--- config.mk ---
export PLATFORM = sky130hd
export DESIGN_NAME = chanel_avg_decimator
export DESIGN_NICKNAME = d
export VERILOG_FILES = /design/src/rtl/chanel_post_pkg.sv /design/src/rtl/chanel_accum_bank.sv /design/src/rtl/chanel_avg_decimator.sv
export SDC_FILE = /design/constraint.sdc
export NUM_CORES = 1
export LEC_CHECK = 0
export ABC_AREA = 1
export BUFFER_PORTS_ARGS = -buffer_cell sky130_fd_sc_hd__clkbuf_2
export CELL_PAD_IN_SITES_DETAIL_PLACEMENT = 1
export CELL_PAD_IN_SITES_GLOBAL_PLACEMENT = 1
export CORE_MARGIN = 2
export CORE_UTILIZATION = 40
export DETAILED_ROUTE_END_ITERATION = 8
export GPL_TIMING_DRIVEN = 1
export PLACE_DENSITY = 0.71
export SLEW_MARGIN = 25
export SYNTH_ARGS = -nofsm -noshare
export SYNTH_HDL_FRONTEND = slang
export SYNTH_SLANG_ARGS = --single-unit
--- constraint.sdc ---
create_clock -name clk -period 11.55 [get_ports clk]
set_clock_uncertainty 0.2 [all_clocks]
set_input_delay 2.31 -clock clk [delete_from_list [all_inputs] [get_ports clk]]
set_output_delay 2.31 -clock clk [all_outputs]
set_load 0.05 [all_outputs]
--- src/rtl/chanel_post_pkg.sv ---
// Shared helpers for the post-FFT averaging chain: width derivation,
// sample extension and the final round-and-shift of a completed block sum.
package chanel_post_pkg;

  // Working width for the helper functions; every accumulator fits inside it.
  localparam int MAX_W = 128;

  function automatic int calc_ch_w(input int channels);
    return (channels > 1) ? $clog2(channels) : 1;
  endfunction

  function automatic int calc_acc_w(input int width, input int log2_nmax);
    return width + log2_nmax;
  endfunction

  // Extend the low 'width' bits of data to MAX_W, sign- or zero-filling.
  function automatic logic [MAX_W-1:0] extend_sample(input logic [MAX_W-1:0] data,
                                                      input int width,
                                                      input bit is_signed);
    logic [MAX_W-1:0] r;
    logic             msb;
    msb = 1'b0;
    for (int i = 0; i < MAX_W; i++) begin
      if (i == width - 1) msb = data[i];
    end
    r = '0;
    for (int i = 0; i < MAX_W; i++) begin
      if (i < width) r[i] = data[i];
      else           r[i] = msb & is_signed;
    end
    return r;
  endfunction

  // Optional half-LSB bias followed by a right shift by k. The sum must
  // already be extended to MAX_W so the bias can never wrap.
  function automatic logic [MAX_W-1:0] round_shift(input logic [MAX_W-1:0] sum,
                                                    input int k,
                                                    input bit rnd,
                                                    input bit is_signed);
    logic [MAX_W-1:0]        r;
    logic signed [MAX_W-1:0] rs;
    r = sum;
    if (rnd && (k > 0)) r = sum + (MAX_W'(1) << (k - 1));
    if (is_signed) begin
      rs = r;
      rs = rs >>> k;
      r  = rs;
    end else begin
      r = r >> k;
    end
    return r;
  endfunction

endpackage

--- src/rtl/chanel_accum_bank.sv ---
// Per-channel accumulator and sample-counter array with a single
// read-modify-write port addressed by the incoming channel index.
module chanel_accum_bank
  import chanel_post_pkg::*;
#(
  parameter int CHANNELS  = 4,
  parameter int LOG2_NMAX = 4,
  parameter int ACC_W     = 36,
  parameter int CH_W      = 2,
  parameter int K_W       = 3
) (
  input  logic             clk,
  input  logic             rstn,
  input  logic             clr,
  input  logic             vld,
  input  logic [CH_W-1:0]  ch,
  input  logic [ACC_W-1:0] sample,
  input  logic [K_W-1:0]   k_act,
  output logic             done,
  output logic [CH_W-1:0]  done_ch,
  output logic [ACC_W-1:0] done_sum
);

  logic [ACC_W-1:0]     acc [CHANNELS];
  logic [LOG2_NMAX-1:0] cnt [CHANNELS];

  logic [ACC_W-1:0]     cur_acc;
  logic [LOG2_NMAX-1:0] cur_cnt;
  logic [LOG2_NMAX-1:0] limit;
  logic                 in_range;
  logic                 hit;
  logic                 last;
  logic [ACC_W-1:0]     sum_next;

  // Select the addressed channel's state and work out the updated sum.
  always_comb begin
    cur_acc  = '0;
    cur_cnt  = '0;
    in_range = 1'b0;
    for (int c = 0; c < CHANNELS; c++) begin
      if (ch == CH_W'(c)) begin
        cur_acc  = acc[c];
        cur_cnt  = cnt[c];
        in_range = 1'b1;
      end
    end
    limit    = LOG2_NMAX'(((LOG2_NMAX + 1)'(1) << k_act) - (LOG2_NMAX + 1)'(1));
    hit      = vld && !clr && in_range;
    last     = (cur_cnt == limit);
    sum_next = (cur_cnt == '0) ? sample : (cur_acc + sample);
  end

  assign done     = hit && last;
  assign done_ch  = ch;
  assign done_sum = sum_next;

  // Write back the addressed channel; reset or clear wipes every channel.
  always_ff @(posedge clk) begin
    if (!rstn || clr) begin
      for (int c = 0; c < CHANNELS; c++) begin
        acc[c] <= '0;
        cnt[c] <= '0;
      end
    end else if (hit) begin
      for (int c = 0; c < CHANNELS; c++) begin
        if (ch == CH_W'(c)) begin
          acc[c] <= sum_next;
          cnt[c] <= last ? '0 : (cur_cnt + LOG2_NMAX'(1));
        end
      end
    end
  end

endmodule

--- src/rtl/chanel_avg_decimator.sv ---
// Multi-channel block-averaging decimator: one averaged sample per channel
// every 2^k valid inputs, with run-time k, optional rounding and clear.
module chanel_avg_decimator
  import chanel_post_pkg::*;
#(
  parameter int WIDTH     = 32,
  parameter int CHANNELS  = 4,
  parameter int LOG2_NMAX = 4,
  parameter int SIGNED    = 0,
  localparam int CH_W     = calc_ch_w(CHANNELS),
  localparam int K_W      = $clog2(LOG2_NMAX + 1),
  localparam int ACC_W    = calc_acc_w(WIDTH, LOG2_NMAX)
) (
  input  logic             clk,
  input  logic             rstn,
  input  logic             i_clr,
  input  logic [K_W-1:0]   cfg_log2n,
  input  logic             cfg_round,
  input  logic             i_vld,
  input  logic [CH_W-1:0]  i_ch,
  input  logic [WIDTH-1:0] i_data,
  output logic             o_vld,
  output logic [CH_W-1:0]  o_ch,
  output logic [WIDTH-1:0] o_data,
  output logic             o_cfg_err
);

  localparam bit IS_SIGNED = (SIGNED != 0);

  logic             first_cyc;
  logic             load;
  logic [K_W-1:0]   k_act;
  logic             rnd_act;
  logic [ACC_W-1:0] sample_ext;
  logic             done;
  logic [CH_W-1:0]  done_ch;
  logic [ACC_W-1:0] done_sum;

  // Flag the first cycle after reset release so the config gets loaded then.
  always_ff @(posedge clk) begin
    if (!rstn) first_cyc <= 1'b1;
    else       first_cyc <= 1'b0;
  end

  assign load = i_clr || first_cyc;

  // Latch the active configuration, clamping an out-of-range length.
  always_ff @(posedge clk) begin
    if (!rstn) begin
      k_act     <= '0;
      rnd_act   <= 1'b0;
      o_cfg_err <= 1'b0;
    end else if (load) begin
      rnd_act <= cfg_round;
      if (cfg_log2n > K_W'(LOG2_NMAX)) begin
        k_act     <= K_W'(LOG2_NMAX);
        o_cfg_err <= 1'b1;
      end else begin
        k_act     <= cfg_log2n;
        o_cfg_err <= 1'b0;
      end
    end
  end

  assign sample_ext = ACC_W'(extend_sample(MAX_W'(i_data), WIDTH, IS_SIGNED));

  chanel_accum_bank #(
    .CHANNELS  (CHANNELS),
    .LOG2_NMAX (LOG2_NMAX),
    .ACC_W     (ACC_W),
    .CH_W      (CH_W),
    .K_W       (K_W)
  ) u_bank (
    .clk      (clk),
    .rstn     (rstn),
    .clr      (load),
    .vld      (i_vld),
    .ch       (i_ch),
    .sample   (sample_ext),
    .k_act    (k_act),
    .done     (done),
    .done_ch  (done_ch),
    .done_sum (done_sum)
  );

  // Register the averaged result of a completed block; hold between pulses.
  always_ff @(posedge clk) begin
    if (!rstn) begin
      o_vld  <= 1'b0;
      o_ch   <= '0;
      o_data <= '0;
    end else begin
      o_vld <= done;
      if (done) begin
        o_ch   <= done_ch;
        o_data <= WIDTH'(round_shift(extend_sample(MAX_W'(done_sum), ACC_W, IS_SIGNED),
                                     int'(k_act), rnd_act, IS_SIGNED));
      end
    end
  end

endmodule

==> results_dict.tcl <==
set metrics [dict create \
    outcome "finished, final reports clean" \
    gp_congestion 0.8651 \
    startpoint_types "primary input" \
    globalRoute.totalOverflow 0 \
    synth_top_cells_by_count "619 x sky130_fd_sc_hd__nand2_1, 283 x sky130_fd_sc_hd__nor2_1, 280 x sky130_fd_sc_hd__inv_1, 260 x sky130_fd_sc_hd__nand3_1, 160 x sky130_fd_sc_hd__edfxtp_1" \
    leakage_nw 8.202 \
    htree_levels 1 \
    clkLatencyLatePin_ps 530 \
    grt_first_pass_wirelength_um 84480 \
    max_clk_rate_mhz 113.0 \
    setup_repair_after_global_routing_missed_its_margin "no" \
    critPathMaxFanout 53 \
    ir_drop_mv 0.1202 \
    die_x_um 198.2 \
    post_synth_instance_area_mm2 0.01509 \
    yosys.cell_count.top_type "sky130_fd_sc_hd__nand2_1" \
    initial_utilization_pct 40.34 \
    crit_required_ps 11730 \
    worst_pin_slew_ps 973.1 \
    hold_class "reg -> reg" \
    i_o_pin_count 78 \
    yosys_register_bits 201 \
    yosys_most_used_dff "sky130_fd_sc_hd__edfxtp_1" \
    final_layout_size_suffix_gt1_share_pct 8.238 \
    synth_compound_gate_area_share_pct 10.52 \
    via_count 14990 \
    grt_antenna_before_repair 0 \
    synthSimpleGateAreaFrac_pct 35.02 \
    p_clk_share_pct 32.1 \
    cts.reportedPaths.clkPinSlew_ps 60 \
    yosysWarnings 0 \
    crit_path_end_kind "flip-flop" \
    drt-vias-per-instance 5.366 \
    post-place-ws_ps 2253 \
    cts_post_setup_buffers_inserted 0 \
    fin_crit_ps 8851 \
    worst-path-buf-inv 7 \
    synth.largest_area_cell "sky130_fd_sc_hd__edfxtp_1" \
    clock_tree.buffer_depth 3 \
    synthesized_area_divided_by_synthesized_cell_count_um2 6.855 \
    die_area_mm2 0.03929 \
    hpwl_um 41000 \
    area.growth.synth_to_final_pct 11.75 \
    grt_start_max_net_pins 54 \
    ctsRootBufferMaster "sky130_fd_sc_hd__clkbuf_16" \
    yosys-top-cells-area "sky130_fd_sc_hd__edfxtp_1 32%, sky130_fd_sc_hd__nand2_1 15%, sky130_fd_sc_hd__nand3_1 8.6%" \
    pwr_density_cell_mw_per_mm2 142.2 \
    synth-edff-count 160 \
    routed_wirelength_um 54370 \
    cpPeakStageDelay_ps 530 \
    synth_top_family_by_area "simple AND/OR/NAND/NOR gates" \
    number_of_global_route_vias_before_repair 15390 \
    crit_slowest_cell "sky130_fd_sc_hd__nand3_4" \
    final.setup.worst_slack_ps 2699 \
    hold_buffers 0 \
    family_with_the_most_delay_on_the_worst_path "simple AND/OR/NAND/NOR gates" \
    internal_power_mw 1.492 \
    die_height_um 198.2 \
    synth.distinct_cells 50 \
    timing_worst_setup_path_type "in -> reg" \
    timing.final.max_slew_violations 0 \
    design.final.nets 2380 \
    postRouteAntennaNets 0 \
    netlist.area_leader.share_pct 31.85 \
    arrival_ps 9030 \
    combPwrFrac_pct 33.9 \
    syn-instance-count 2201 \
    switching_share_pct 37.78 \
    drc 0 \
    clock-sinks 201 \
    async_set_or_reset_register_ratio_after_synthesis_pct 0 \
    synth_adder_area_share_pct 6.071 \
    final_hold_viol_count 0 \
    drt-pass1-iter-count 7 \
    cts_tree "built" \
    core_mm2 0.03740 \
    timing.final.setup_violations 0 \
    track_usage_pct 27.74 \
    total_power_draw_mw 2.397 \
    cts-buffers-inserted 23 \
    portBuffers 77 \
    muxShareOfSynthArea_pct 0.3317 \
    n_antenna_cell 0 \
    max-slew-margin-rel_pct 35.05 \
    std_cell_rows 71 \
    timing.max_cap.violations 0 \
    totalNegativeSetupSlack_ps 0 \
    cts-resized-gates 0 \
    total_switching_power_mw 0.9058 \
    pwr-share-seq_pct 34.0 \
    avgRoutedWirePerCell_um 19.47 \
    timing.final.crit_share_pct 76.63 \
    synth-xor-area-share_pct 1.335 \
    timing.critical_path.mode_cell "sky130_fd_sc_hd__nand2_1" \
    synth.yosys.seq_area_share_pct 37.29 \
    drt_iter0_drc 889 \
]
sequential cells by signal, summed over array words and instances (netlist names), 2 cells and up:
register and count:
u_bank.acc 144, o_data 32, u_bank.cnt 16, o_ch 2, k_act 3
path summary, 6_finish.rpt:
kind	depth (start not counted)	slack [ps]	from	to
setup / recovery	37	2700	i_ch[1]	o_data[22]
hold / removal	2	260	o_data[7]	o_data[7]
setup reg to reg	31	5360	u_bank.cnt[0][0]	o_data[22]
hold reg to reg	2	260	o_data[7]	o_data[7]
through the flow:
stage               utilization, %  hold slack [ps]  std cells  cell area (µm²)
floorplan                        -            255.4       2220            15160
global placement             42.98            252.1       2752            16070
detailed placement           43.00            259.8       2752            16080
CTS                          45.08            269.4       2793            16860
global route                 45.08            298.1       2793            16860
finish                       45.08            263.9       2793            16860
power groups by stage:
stage	Clock (mW)	Sequential [mW]	Combinational [mW]
floorplan	0	0.838	0.544
global placement	0	0.828	0.767
detailed placement	0	0.829	0.784
CTS	0.782	0.814	0.791
global route	0.803	0.816	0.911
finish	0.770	0.814	0.814
layer usage:
layer  wire length (µm)  vias to the layer above  track usage, %
met2              25610                      330           47.50
met3               2107                       73           2.146
met1              25010                     7270           37.09
met4               1636                        0           8.995
li1                   -                     7314               -
met5                  0                        -               0
worst register-to-register path, delay by kind of cell (launching register included):
| family | cells | cell delay [ps] |
|---|---|---|
| AO/OA/AOI/OAI | 5 | 970 |
| AND/OR/NAND/NOR | 16 | 2380 |
| flip-flops | 1 | 380 |
| adder cells (fa/ha/maj) | 3 | 810 |
| buffers and inverters | 7 | 1330 |
cells by family after synthesis:
kind of cell / after synthesis
adders and majority gates: 72
DFF: 201
muxes: 5
AOI/OAI and AO/OA: 279
xor gates and xnor gates: 23
other: 1
and+or+nand+nor: 1254
buffers and inverters: 366
area by class of cell:
cell class                      count  area [µm²]
Sequential cell                   201        5625
Fill cell                        4842       20540
Timing Repair Buffer              101       565.5
Clock buffer                       26       586.8
Inverter                          286        1074
Multi-Input combinational cell   1653        8177
Tap cell                          511       639.4
Clock inverter                     15       192.7
cell usage in the layout, fill, tap and decap left out, drive strengths merged, types with 20 or more instances in the layout:
master,instances
clkbuf,103
conb,20
edfxtp,160
nand3,263
nor2,287
ha,70
a21oi,91
buf,24
nand2,633
inv,285
o21ai,121
o22ai,20
dfxtp,41
nand4,20
(Power assumes the default switching activity.)
